### config.mk
export PLATFORM = sky130hd
export DESIGN_NAME = data_memory_arbiter_flat
export DESIGN_NICKNAME = d
export VERILOG_FILES = /design/src/rtl/data_memory_arbiter_if.sv /design/src/rtl/data_memory_arbiter.sv /design/src/flat_wrapper.sv
export SDC_FILE = /design/constraint.sdc
export NUM_CORES = 1
export LEC_CHECK = 0
export CORE_AREA = 5 5 150 152
export DETAILED_ROUTE_END_ITERATION = 7
export DIE_AREA = 0 0 155 157
export PLACE_DENSITY = 0.59
export SLEW_MARGIN = 20
export SYNTH_ARGS = -nofsm -noshare
export SYNTH_HDL_FRONTEND = slang
export SYNTH_SLANG_ARGS = --single-unit
### constraint.sdc
create_clock -name clk -period 4.1 [get_ports clk]
set_input_delay 0.615 -clock clk [delete_from_list [all_inputs] [get_ports clk]]
set_output_delay 0.615 -clock clk [all_outputs]
set_load 0.02 [all_outputs]
### src/rtl/data_memory_arbiter_if.sv
// Bundle of core-side request/response signals and the single data memory port
// seen by data_memory_arbiter.
interface data_memory_arbiter_if #(
    parameter int cores      = 4,
    parameter int addr_width = 32,
    parameter int data_width = 32
);
    logic [cores-1:0]            req;
    logic [cores-1:0]            we;
    logic [cores*addr_width-1:0] addr;
    logic [cores*data_width-1:0] wdata;
    logic [cores-1:0]            ack;
    logic [data_width-1:0]       rdata;
    logic [addr_width-1:0]       mem_addr;
    logic                        mem_we;
    logic [data_width-1:0]       mem_wdata;
    logic [data_width-1:0]       mem_rdata;

    modport slave (
        input  req, we, addr, wdata, mem_rdata,
        output ack, rdata, mem_addr, mem_we, mem_wdata
    );

    modport master (
        output req, we, addr, wdata, mem_rdata,
        input  ack, rdata, mem_addr, mem_we, mem_wdata
    );
endinterface

### src/rtl/data_memory_arbiter.sv
// Round-robin arbiter serialising core loads/stores onto one single-port data
// memory; each transaction is granted, accessed for one cycle, then acknowledged.
module data_memory_arbiter #(
    parameter int cores      = 4,
    parameter int addr_width = 32,
    parameter int data_width = 32
) (
    input  logic                 clk,
    input  logic                 reset,
    data_memory_arbiter_if.slave bus
);
    localparam int idx_width = (cores > 1) ? $clog2(cores) : 1;

    typedef enum logic [1:0] {
        IDLE   = 2'd0,
        ACCESS = 2'd1,
        DONE   = 2'd2
    } state_t;

    state_t                 state_r;
    state_t                 state_next_s;
    logic [idx_width-1:0]   ptr_r;
    logic [idx_width-1:0]   sel_r;
    logic [idx_width-1:0]   win_idx_s;
    logic                   win_valid_s;
    logic [cores-1:0]       cand_s;
    logic [cores-1:0]       ack_r;
    logic [cores-1:0]       ack_next_s;
    logic [data_width-1:0]  rdata_r;
    logic [data_width-1:0]  rdata_next_s;
    logic [addr_width-1:0]  mem_addr_r;
    logic [addr_width-1:0]  mem_addr_next_s;
    logic                   mem_we_r;
    logic                   mem_we_next_s;
    logic [data_width-1:0]  mem_wdata_r;
    logic [data_width-1:0]  mem_wdata_next_s;

    function automatic logic [cores-1:0] onehot(input logic [idx_width-1:0] idx);
        logic [cores-1:0] r;
        r      = '0;
        r[idx] = 1'b1;
        return r;
    endfunction

    function automatic logic [idx_width-1:0] wrap_inc(input logic [idx_width-1:0] idx);
        int k;
        k = int'(idx) + 1;
        if (k >= cores) begin
            return '0;
        end else begin
            return idx_width'(k);
        end
    endfunction

    // State register.
    always_ff @(posedge clk) begin
        if (reset) begin
            state_r <= IDLE;
        end else begin
            state_r <= state_next_s;
        end
    end

    // Round-robin scan from ptr; the just-acknowledged core is masked in DONE.
    always_comb begin
        int j;
        cand_s      = '0;
        win_valid_s = 1'b0;
        win_idx_s   = '0;
        j           = 0;
        case (state_r)
            IDLE:    cand_s = bus.req;
            DONE:    cand_s = bus.req & ~onehot(sel_r);
            default: cand_s = '0;
        endcase
        for (int i = 0; i < cores; i++) begin
            j = int'(ptr_r) + i;
            j = (j >= cores) ? (j - cores) : j;
            if (cand_s[j] && !win_valid_s) begin
                win_valid_s = 1'b1;
                win_idx_s   = idx_width'(j);
            end else begin
                win_idx_s   = win_idx_s;
            end
        end
    end

    // Next-state logic.
    always_comb begin
        state_next_s = IDLE;
        case (state_r)
            IDLE:    state_next_s = win_valid_s ? ACCESS : IDLE;
            ACCESS:  state_next_s = DONE;
            DONE:    state_next_s = win_valid_s ? ACCESS : IDLE;
            default: state_next_s = IDLE;
        endcase
    end

    // Next values of the registered outputs; the memory port registers double
    // as the latched request fields, so they are nonzero only during ACCESS.
    always_comb begin
        ack_next_s       = '0;
        rdata_next_s     = rdata_r;
        mem_addr_next_s  = '0;
        mem_we_next_s    = 1'b0;
        mem_wdata_next_s = '0;
        if (state_r == ACCESS) begin
            ack_next_s   = onehot(sel_r);
            rdata_next_s = bus.mem_rdata;
        end else begin
            ack_next_s   = '0;
        end
        if (win_valid_s) begin
            mem_addr_next_s  = addr_width'(bus.addr >> (int'(win_idx_s) * addr_width));
            mem_wdata_next_s = data_width'(bus.wdata >> (int'(win_idx_s) * data_width));
            mem_we_next_s    = bus.we[win_idx_s];
        end else begin
            mem_addr_next_s  = '0;
            mem_wdata_next_s = '0;
            mem_we_next_s    = 1'b0;
        end
    end

    // Output, selection and pointer registers; sel/ptr move only on a grant.
    always_ff @(posedge clk) begin
        if (reset) begin
            ack_r       <= '0;
            rdata_r     <= '0;
            mem_addr_r  <= '0;
            mem_we_r    <= 1'b0;
            mem_wdata_r <= '0;
            sel_r       <= '0;
            ptr_r       <= '0;
        end else begin
            ack_r       <= ack_next_s;
            rdata_r     <= rdata_next_s;
            mem_addr_r  <= mem_addr_next_s;
            mem_we_r    <= mem_we_next_s;
            mem_wdata_r <= mem_wdata_next_s;
            if (win_valid_s) begin
                sel_r <= win_idx_s;
                ptr_r <= wrap_inc(win_idx_s);
            end else begin
                sel_r <= sel_r;
                ptr_r <= ptr_r;
            end
        end
    end

    assign bus.ack       = ack_r;
    assign bus.rdata     = rdata_r;
    assign bus.mem_addr  = mem_addr_r;
    assign bus.mem_we    = mem_we_r;
    assign bus.mem_wdata = mem_wdata_r;
endmodule

### src/flat_wrapper.sv
// flat-port wrapper written by rule: the top's interface ports become plain ports
module data_memory_arbiter_flat 
#(
    parameter int cores      = 4,
    parameter int addr_width = 32,
    parameter int data_width = 32
)
  (clk, reset, bus_req, bus_we, bus_addr, bus_wdata, bus_mem_rdata, bus_ack, bus_rdata, bus_mem_addr, bus_mem_we, bus_mem_wdata);
  data_memory_arbiter_if #(.cores(cores), .addr_width(addr_width), .data_width(data_width)) bus_i ();
  input  logic clk;
  input  logic reset;
  input wire logic [$bits(bus_i.req)-1:0] bus_req;
  input wire logic [$bits(bus_i.we)-1:0] bus_we;
  input wire logic [$bits(bus_i.addr)-1:0] bus_addr;
  input wire logic [$bits(bus_i.wdata)-1:0] bus_wdata;
  input wire logic [$bits(bus_i.mem_rdata)-1:0] bus_mem_rdata;
  output wire logic [$bits(bus_i.ack)-1:0] bus_ack;
  output wire logic [$bits(bus_i.rdata)-1:0] bus_rdata;
  output wire logic [$bits(bus_i.mem_addr)-1:0] bus_mem_addr;
  output wire logic [$bits(bus_i.mem_we)-1:0] bus_mem_we;
  output wire logic [$bits(bus_i.mem_wdata)-1:0] bus_mem_wdata;
  assign bus_i.req = bus_req;
  assign bus_i.we = bus_we;
  assign bus_i.addr = bus_addr;
  assign bus_i.wdata = bus_wdata;
  assign bus_i.mem_rdata = bus_mem_rdata;
  assign bus_ack = bus_i.ack;
  assign bus_rdata = bus_i.rdata;
  assign bus_mem_addr = bus_i.mem_addr;
  assign bus_mem_we = bus_i.mem_we;
  assign bus_mem_wdata = bus_i.mem_wdata;
  data_memory_arbiter #(.cores(cores), .addr_width(addr_width), .data_width(data_width)) u_core (.clk(clk), .reset(reset), .bus(bus_i));
endmodule
==> impl_metrics.py <==
metrics = {
    "outcome": {
        "outcome": "complete, no violations",
    },
    "critical_path": {
        "critPathTopFamily": "simple AND/OR/NAND/NOR gates",
        "worst_r2r_endpoint": "u_core.bus.mem_wdata[15]",
        "cp-startpoint": "bus_req[0]",
        "r2r_setup_slack_ns": 1.15,
        "crit_type": "input port to flop",
        "crit_buf_inv": 2,
        "crit_fanout": 45,
        "rr_startpoint": "u_core.sel_r[1]",
        "critPathArrivalTime_ns": 3.33,
        "critPathMaxStageDelay_ns": 0.86,
        "worst-endpoint-required_ns": 4.38,
        "reg2reg_depth": 6,
        "crit_chain": "clkdlybuf4s50_1, or4b_1, a2bb2oi_1, o211a_1, or3_2, buf_4, o22ai_1",
        "endpoint_kind": "flop",
        "critPathSlowestCell": "or3_2",
        "startpoint_type": "input port",
    },
    "placement": {
        "gp_congestion": 0.817,
        "io_buffers": 398,
        "hpwl_um": 16800,
        "pre_cts_slack_ns": 0.649,
    },
    "clock_network": {
        "postCtsSetupBuffers": 0,
        "cts_resized": 0,
        "root_buffer": "clkbuf_16",
        "cts_hold_buf": 0,
        "ctsHtreeMaxLevel": 3,
        "cts_tree": "done",
        "cts.path.max_buffers": 2,
        "path_clk_slew_ns": 0.08,
        "clock_latency_ns": 0.35,
        "cts_sinks": 107,
        "numCtsBuffers": 9,
    },
    "synthesis": {
        "synth_area_leader_cell": "dfxtp_1",
        "ys_types": 36,
        "ys_top_cells_by_count": "mux2i_1 (130), dfxtp_1 (107), nand2_1 (71), o22ai_1 (64), a21oi_1 (35)",
        "synth_ff_type": "dfxtp_1",
        "synthTopCellsByArea": "dfxtp_1 (44%), mux2i_1 (27%), o22ai_1 (8.2%), nand2_1 (5.4%), a21oi_1 (3.6%)",
        "synthArstFlopShare_pct": 0,
        "yosysMostFrequentCell": "mux2i_1",
        "ys.warnings.count": 0,
        "syn_area_um2": 4890,
        "yosysTopAreaCellShare_pct": 43.8,
        "synth-edff-count": 0,
        "ys_ff_latch": 107,
        "postSynthAreaPerCell_um2": 9.92,
        "synth_nets": 791,
        "yosysSeqAreaShare_pct": 43.8,
        "netlist_instances": 493,
    },
    "drt": {
        "drtIter0Drc": 153,
        "wl_per_cell_um": 18.2,
        "drt-total-wl_um": 21000,
        "first_pass_iters": 4,
        "viasPerCell": 4.38,
        "antenna_left": 0,
        "via_count": 5051,
        "drc": 0,
    },
    "sta": {
        "layout_min_cycle_time_ns": 3.05,
        "fin_hold_ws_ns": 0.454,
        "drv_slew": 0,
        "finClkSkew_ns": 0.00645,
        "period_share_pct": 74.4,
        "finalSetupViolCount": 0,
        "finalHoldViolCount": 0,
        "tns_ns": 0,
        "fmax_ghz": 0.328,
        "maxSlewHeadroom_pct": 31.1,
        "rsz0062_at_grt": "no",
        "worst_slew_pin_slew_ns": 1.03,
        "setup_slack_ns": 1.05,
    },
    "min_path": {
        "hold_depth": 2,
        "hold_path_end": "u_core.bus.rdata[14]",
        "hold_class": "flop to flop",
        "min_from": "u_core.bus.rdata[14]",
    },
    "cells_and_area": {
        "fill_cells": 2053,
        "syn2layout_area_growth_pct": 91.1,
        "fin_util_pct": 44.7,
        "final_nets": 1169,
        "multi_input_area_um2": 2450,
        "seqCellArea_um2": 2140,
        "drive_gt1_share_pct": 4.00,
    },
    "power": {
        "swShare_pct": 32.4,
        "intPower_mw": 2.38,
        "finalPower_mw": 3.52,
        "p_per_area_nw_per_um2": 376,
        "clkPwrFrac_pct": 24.9,
        "comb_power_share_pct": 39.8,
        "power_frac_seq_pct": 35.3,
        "p_sw_mw": 1.14,
        "total_leakage_power_nw": 3.95,
        "peakVddDrop_mv": 0.219,
    },
    "floorplan": {
        "start_util_pct": 23.4,
        "dieArea_um2": 24300,
        "num_rows": 53,
        "core-area_um2": 20900,
        "fp.dieH_um": 157,
        "ios": 399,
        "die_x_um": 155,
    },
    "global_route": {
        "antenna_found_initial": 1,
        "grt_use_total_pct": 16.0,
        "grt_pass1_vias": 5234,
        "grt_pass1_wl_um": 30100,
        "grt_max_degree": 47,
        "grt-ovfl-total": 0,
    },
    "run": {
        "max-cap-violations": 0,
    },
}
==> area by class of cell <==
type                            instances  share of cell area (%)
Antenna cell                            1                  0.0268
Clock buffer                            9                    2.41
Sequential cell                       107                    22.9
Clock inverter                          7                   0.763
Tap cell                              275                    3.68
Timing Repair Buffer                  410                    44.0
Multi-Input combinational cell        343                    26.2
==> logic make-up (layout without fill, tap and decap cells) <==
kind of cell / after synthesis / after routing / synth area share, %
muxes: 130 / 130 / 26.6
buffers and inverters: 43 / 426 / 6.17
other: 0 / 1 / 0
and+or+nand+nor: 100 / 100 / 9.31
DFF: 107 / 107 / 43.8
AOI/OAI and AO/OA: 113 / 113 / 14.1
==> how the worst max path moves through the flow <==
stage | cells after the start | slack, ns | to
floorplan | 8 | 1.90 | u_core.bus.mem_wdata[30]
global route | 6 | 0.92 | u_core.bus.mem_addr[26]
finish | 7 | 1.05 | u_core.bus.mem_wdata[5]
CTS | 7 | 1.04 | u_core.bus.mem_wdata[5]
detailed placement | 7 | 0.65 | u_core.bus.mem_wdata[5]
global placement | 7 | 0.70 | u_core.bus.mem_wdata[15]
==> worst min-delay path: cells and delay by family (launching register included) <==
| kind | cells | cell delay (ns) |
|---|---|---|
| simple gates | 1 | 0.05 |
| compound gates | 1 | 0.05 |
| flops | 1 | 0.31 |
==> power groups by stage <==
stage | combinational (mW) | clock (mW) | sequential (mW)
after global routing | 1.50 | 0.955 | 1.26
after global placement | 1.41 | 0 | 1.27
final | 1.40 | 0.874 | 1.24
after detailed placement | 1.42 | 0 | 1.27
after floorplan | 0.570 | 0 | 1.44
after CTS | 1.42 | 0.920 | 1.24
==> layer usage <==
layer,part of all wire [%],track usage [%],vias to the layer above
met3,9.6,5.88,26
met4,2.4,5.68,0
met5,0,0,-
li1,-,-,2546
met1,37,17.6,2241
met2,51,28.5,238
==> sequential cells by signal (all words and copies together), names as in the netlist <==
signal                count
u_core.bus.mem_addr      32
u_core.bus.rdata         32
u_core.bus.ack            4
u_core.bus.mem_we         1
u_core.bus.mem_wdata     32
u_core.sel_r              2
u_core.ptr_r              2
u_core.state_r            2
==> cells in the final DEF, fill, tap and decap left out, drive strengths merged <==
master / n
o21ai: 3
nor2: 9
or3: 1
o22ai: 65
nand2: 71
nor3: 1
clkinv: 4
o211ai: 2
nor4bb: 1
and2b: 1
and3: 2
a211oi: 1
diode: 1
nor2b: 1
and3b: 2
mux2i: 130
buf: 12
or3b: 2
clkdlybuf4s50: 398
a21oi: 35
nor3b: 3
inv: 3
nand3b: 1
nand2b: 3
a31oi: 1
o32a: 1
or4b: 1
clkbuf: 9
nor4: 1
dfxtp: 107
o2bb2ai: 1
a2bb2oi: 2
o21bai: 1
o211a: 1
==> metrics by stage <==
stage | cell area (um^2) | instances
after floorplan | 4890 | 493
after global placement | 9050 | 1135
after detailed placement | 9050 | 1135
after CTS | 9350 | 1151
after global routing | 9350 | 1152
final | 9350 | 1152
(Power assumes the default switching activity.)
